## src/rtl/mem_port_arbiter.sv

```systemverilog
// Shares one single-port-per-direction RAM between an instruction fetch port and a load/store port.
// Load/store normally wins, with a streak limit so fetch is not starved.
module mem_port_arbiter #(
    parameter int MAX_LSU_STREAK = 4,
    parameter int ADDR_W         = 16
) (
    input  logic              clk,
    input  logic              reset_n,

    input  logic              if_req,
    input  logic [ADDR_W-1:0] if_addr,
    input  logic              if_flush,
    output logic              if_gnt,
    output logic              if_rvalid,
    output logic [31:0]       if_rdata,

    input  logic              ls_req,
    input  logic              ls_we,
    input  logic [ADDR_W-1:0] ls_addr,
    input  logic [31:0]       ls_wdata,
    output logic              ls_gnt,
    output logic              ls_rvalid,
    output logic [31:0]       ls_rdata,

    output logic              ram_rd_en,
    output logic [ADDR_W-1:0] ram_rd_addr,
    input  logic [31:0]       ram_rd_data,
    output logic              ram_wr_en,
    output logic [ADDR_W-1:0] ram_wr_addr,
    output logic [31:0]       ram_wr_data
);

    // Pending-read owner
    // state     | meaning
    // OWN_NONE  | no read returning this cycle
    // OWN_FETCH | RAM data this cycle belongs to fetch
    // OWN_LOAD  | RAM data this cycle belongs to a load
    typedef enum logic [1:0] {
        OWN_NONE  = 2'd0,
        OWN_FETCH = 2'd1,
        OWN_LOAD  = 2'd2
    } owner_t;

    localparam logic [3:0] STREAK_MAX = 4'(MAX_LSU_STREAK);

    owner_t     owner_q, owner_d;
    logic [3:0] streak_q, streak_d;
    logic       ready_q;
    logic       arb_en;
    logic       if_ok;
    logic       fetch_first;

    always_ff @(posedge clk) begin
        if (!reset_n) begin
            owner_q  <= OWN_NONE;
            streak_q <= 4'd0;
            ready_q  <= 1'b0;
        end else begin
            owner_q  <= owner_d;
            streak_q <= streak_d;
            ready_q  <= 1'b1;
        end
    end

    // ready_q keeps grants off for the first cycle after reset is released.
    always_comb begin
        arb_en      = reset_n && ready_q;
        if_ok       = if_req && !if_flush;
        fetch_first = if_ok && (streak_q == STREAK_MAX);

        ls_gnt      = arb_en && ls_req && !fetch_first;
        if_gnt      = arb_en && if_ok && (fetch_first || !ls_req);

        ram_rd_en   = if_gnt || (ls_gnt && !ls_we);
        ram_rd_addr = if_gnt ? if_addr : ls_addr;
        ram_wr_en   = ls_gnt && ls_we;
        ram_wr_addr = ls_addr;
        ram_wr_data = ls_wdata;

        streak_d = streak_q;
        if (if_gnt || !if_req) begin
            streak_d = 4'd0;
        end else if (ls_gnt && if_ok && (streak_q < STREAK_MAX)) begin
            streak_d = streak_q + 4'd1;
        end
    end

    always_comb begin
        owner_d = OWN_NONE;
        if (if_gnt) begin
            owner_d = OWN_FETCH;
        end else if (ls_gnt && !ls_we) begin
            owner_d = OWN_LOAD;
        end
    end

    // A flush discards fetch data already in flight; loads are never affected.
    always_comb begin
        if_rvalid = reset_n && (owner_q == OWN_FETCH) && !if_flush;
        ls_rvalid = reset_n && (owner_q == OWN_LOAD);
        if_rdata  = ram_rd_data;
        ls_rdata  = ram_rd_data;
    end

endmodule

```

## config.mk

```make
export PLATFORM = sky130hd
export DESIGN_NAME = mem_port_arbiter
export DESIGN_NICKNAME = d
export VERILOG_FILES = /design/src/rtl/mem_port_arbiter.sv
export SDC_FILE = /design/constraint.sdc
export NUM_CORES = 1
export LEC_CHECK = 0
export BUFFER_PORTS_ARGS = -buffer_cell sky130_fd_sc_hd__buf_4
export CORE_AREA = 2 2 91 93
export CTS_CLUSTER_DIAMETER = 60
export DETAILED_ROUTE_END_ITERATION = 8
export DIE_AREA = 0 0 93 95
export GPL_ROUTABILITY_DRIVEN = 0
export PLACE_DENSITY = 0.57
export SLEW_MARGIN = 20
export SYNTH_ARGS = -nofsm -noshare
export SYNTH_HDL_FRONTEND = slang
export SYNTH_SLANG_ARGS = --single-unit
export TNS_END_PERCENT = 10
```

## constraint.sdc

```tcl
create_clock -name clk -period 2.6 [get_ports clk]
set_input_delay 0.52 -clock clk [delete_from_list [all_inputs] [get_ports clk]]
set_output_delay 0.52 -clock clk [all_outputs]
set_load 0.005 [all_outputs]
```

**Word level (Yosys, flattened, before mapping)**

Index checks and enable logic that the tools add are counted.

- Flip-flop bits (word level): 7
- Bits in latches: 0
- Bits in writable memories: 0
- Memory bits (read-only): 0
- Bits of input ports: 102
- Output and inout bits: 134
- Word-level logic and storage cells: 38
- Memories kept: 0

- $add $sub $neg: 1
- $mul: 0
- Div/mod/pow operators: 0
- Order comparisons: 1
- Equal/unequal tests: 3
- Shift operators: 0
- Multiplexer cells: 4
- Bitwise operators: 1
- Reductions and logical operators: 24

Operator list:

| cell | count |
|---|---|
| two-way mux 16 bit | 1 |
| logical AND 1 bit | 14 |
| zero test 1 bit | 5 |
| adder 4 x 1 -> 4 bit (second input constant) | 1 |
| == test 4 x 3 -> 1 bit (second input constant) | 1 |
| less-than comparator 4 x 3 -> 1 bit (second input constant) | 1 |
| OR reduction 2 bit | 2 |
| logical OR 1 bit | 3 |
| == test 2 x 1 -> 1 bit (second input constant) | 1 |
| == test 2 bit (second input constant) | 1 |
| two-way mux 1 bit | 2 |
| two-way mux 2 bit | 1 |
| inverter 1 bit | 1 |

**Depth between registers and ports, before layout**

- Depth after elaboration: 8
- Mapped depth: 6
- Mapped depth without buffers: 5

**Worst setup path before layout**

No wires, ideal clock.

- Path type: input to output
- Start: input reset_n
- End: output ram_rd_addr[10]
- Arrival: 1667 ps
- Data required time: 2080 ps
- Slack: 413 ps
- Stages: 5
- Path buffers: 2
- Path through: buf_6 -> and4b_4 -> a21boi_4 -> buf_12 -> mux2_4

- Cells in the longest elaborated chain, start to end: 4

RTL lines:

| element | line | text |
|---|---|---|
| start: declaration | 8 | `input logic reset_n,` |
| logical AND 1 bit | 67 | `arb_en = reset_n && ready_q;` |
| logical AND 1 bit (2 in a row) | 72 | `if_gnt = arb_en && if_ok && (fetch_first \|\| !ls_req);` |
| net if_gnt | 13 | `output logic if_gnt,` |
| two-way mux 16 bit | 75 | `ram_rd_addr = if_gnt ? if_addr : ls_addr;` |
| end: declaration | 26 | `output logic [ADDR_W-1:0] ram_rd_addr,` |

The timed path passes the listed nets, and every way through them passes these cells.

**Worst setup path after layout**

- Start: register streak_q[1]
- End: output ram_rd_addr[0]

- Cells in the longest elaborated chain, start to end: 5

RTL lines:

| element | line | text |
|---|---|---|
| start: declaration | 47 | `logic [3:0] streak_q, streak_d;` |
| start signal: assignment | 60 | `streak_q <= streak_d;` |
| == test 4 x 3 -> 1 bit | 69 | `fetch_first = if_ok && (streak_q == STREAK_MAX);` |
| logical AND 1 bit | 69 |  |
| logical OR 1 bit | 72 |  |
| logical AND 1 bit | 72 |  |
| two-way mux 16 bit | 75 |  |

Every way passes these cells.

==> metrics <==
Top Ports=roughly 240; Die X=about 93 µm; CTS root buffer=clkbuf_8; CTS sink count=7; asr flop ratio synth=0%; Leak Pwr=0.620 nW; global-route usage over all layers=6.30%; slew at the pin with the worst max-slew slack=0.346 ns; WL/cell=around 13 µm; Max-Cap Viols=0; Critical Path Source Type=flop; fraction of power consumed by sequential logic=28.9%; combinational power share=a little over a third; Antenna Nets Post-Route=0; worst reg-to-reg path cell count=5; worst r2r src=streak_q[1]; antenna cell count=0; Clock Tree Buf Depth=2; RSZ-0062 raised after global routing=no; fin crit period=~2.4 ns; Main synth FF type=dfxtp_1; CP Capture Type=output port; synthesized instance count=171; vias in the first global route=863; Mapped Area=1470 µm²; Post-Syn Area per Cell=8.62 µm²; Final Hold Vio Count=0; Initial Util=18.6%; die area=roughly 8800 µm²; initial drt markers=44; Setup TNS=0 ns; CP arrival=1.89 ns; TritonCTS buffer count=3; Post-CTS Setup Repair Bufs=0; crit-path max FO=18; worst hold path type=primary input to flop; Chip Height=around 95 µm; Peak VDD IR=114 µV; DRT Wirelength=3100 µm; core box area=7930 µm²; Vias=882; clock network power share=34.9%; initial antenna violation count=0; slowest stage delay, CP=0.35 ns; Worst R2R Setup Slack=between 1 and 1.5 ns; final setup fails=0; Seq cells post-synth=7; Final WS setup=0.193 ns; DRC Markers=0; cells along the critical path=inv_1 -> ha_1 -> nand3b_1 -> a21boi_4 -> buf_12 -> mux2_2 -> buf_4; Power Total=between 0.0004 and 0.0005 W; share of layout cells above drive strength 1=71.3%; Row Count=33; total global routing overflow=0; largest net degree at the start of global routing=19; Relative slew margins=approximately three quarters; post-synth cell types=30; R2R Path End=owner_q[1]; H-Tree Level Count=1; # nets final=241; DRT Pass-1 Iters=4; CTS tree=built; placed cell count=237; Setup Skew=0.000363 ns; pre-CTS WS=0.195 ns; switching power=0.000102 W; Seq/Total Area, Yosys=9.51%; CP max stage cell=mux2_2; Finished Layout Cells=between 200 and 250; power density cells=312 nW/µm²; internal power=0.000321 W; Crit Path Category=flop to output port; Port-buffer cells=75; required time of the critical path=2.08 ns; Mapped Nets=275; Slew Viols, Final=0; Vias/cell=between 3 and 4; Post-synth EDFFs=0; Worst Setup EP=ram_rd_addr[0]; CTS-repair resized insts=0; Worst-Skew Late Latency=0.22 ns; switch share=24.1%; status=complete, no violations; CP startpoint=streak_q[1]; final worst-path cycle share=92.6%; hold_buf cts=0; first-pass GRT wire length=roughly 4300 µm; Ys Warns=0; Worst-path clk slew=about 0.040 ns; Layout area overhead=-7.89%; fmax=415 MHz
## Yosys cell counts, types with 2 or more instances
| library cell | number | area (µm²) |
|---|---|---|
| a31oi_1 | 3 | 18.8 |
| mux2_4 | 8 | 120 |
| buf_4 | 112 | 841 |
| nand4_1 | 2 | 12.5 |
| mux2_2 | 8 | 90.1 |
| nor2b_1 | 2 | 12.5 |
| ha_1 | 2 | 25.0 |
| o2111a_1 | 2 | 22.5 |
| dfxtp_1 | 7 | 140 |
| inv_1 | 4 | 15.0 |
| and2_1 | 2 | 12.5 |
## routing by layer
metal	part of all wire [%]	wire length (µm)	GRT usage (%)
met5	0	0	0
met4	7.4	230	6.74
met3	15	453	2.87
met2	48	1500	10.6
met1	30	919	5.26
## cells in the final DEF, fill, tap and decap left out, types with 2 or more instances in the layout
master,n
buf_4,75
ha_1,2
nor2b_1,2
mux2_4,8
clkbuf_8,3
and2_1,2
nand4_1,2
inv_1,4
o2111a_1,2
dfxtp_1,7
a31oi_1,3
mux2_2,8
## metrics by stage
stage	hold WS, ns	cell area, µm²	utilization [%]
floorplan	0.455	1470	-
global placement	0.505	1310	16.6
detailed placement	0.496	1310	16.6
CTS	0.480	1360	17.1
global route	0.488	1360	17.1
finish	0.488	1360	17.1
## cells by family after synthesis
logic type | share of synthesized area (%)
buf+inv | 60.4
fa+ha+maj | 1.70
flops | 9.51
simple gates | 7.05
compound gates | 7.05
mux | 14.3
## state kept, by name, summed over array words and instances, names as in the netlist
| signal | flops |
|---|---|
| streak_q | 4 |
| owner_q | 2 |
| ready_q | 1 |
## power by group through the flow
stage / sequential [W] / combinational, W / clock, W
floorplan: 0.000122 / 0.000191 / 0
global placement: 0.000125 / 0.000152 / 0
detailed placement: 0.000124 / 0.000155 / 0
CTS: 0.000122 / 0.000156 / 0.000152
global route: 0.000124 / 0.000167 / 0.000160
finish: 0.000123 / 0.000153 / 0.000148
## layout make-up
type | instances | area (µm²)
fill | 926 | 6570
timing repair buffer | 76 | 583
multi-input combinational | 45 | 443
sequential | 7 | 140
tap | 105 | 131
clock buffer | 4 | 45.0
inverter | 4 | 15.0
## critical path, delay by kind of cell (launching register included)
family,cells,cell delay (ns)
flip-flops,1,0.31
buffers and inverters,3,0.41
adder cells (fa/ha/maj),1,0.17
multiplexers,1,0.35
AND/OR/NAND/NOR,1,0.18
AO/OA/AOI/OAI,1,0.22
## how the worst min path moves through the flow
stage | start | endpoint | cells after the start
after floorplan | streak_q[0] | streak_q[0] | 1
after global placement | streak_q[0] | streak_q[0] | 1
after detailed placement | streak_q[0] | streak_q[0] | 1
after CTS | reset_n | ready_q | 1
after global routing | reset_n | ready_q | 1
final | reset_n | ready_q | 1
Power figures use the tool's default switching activity.
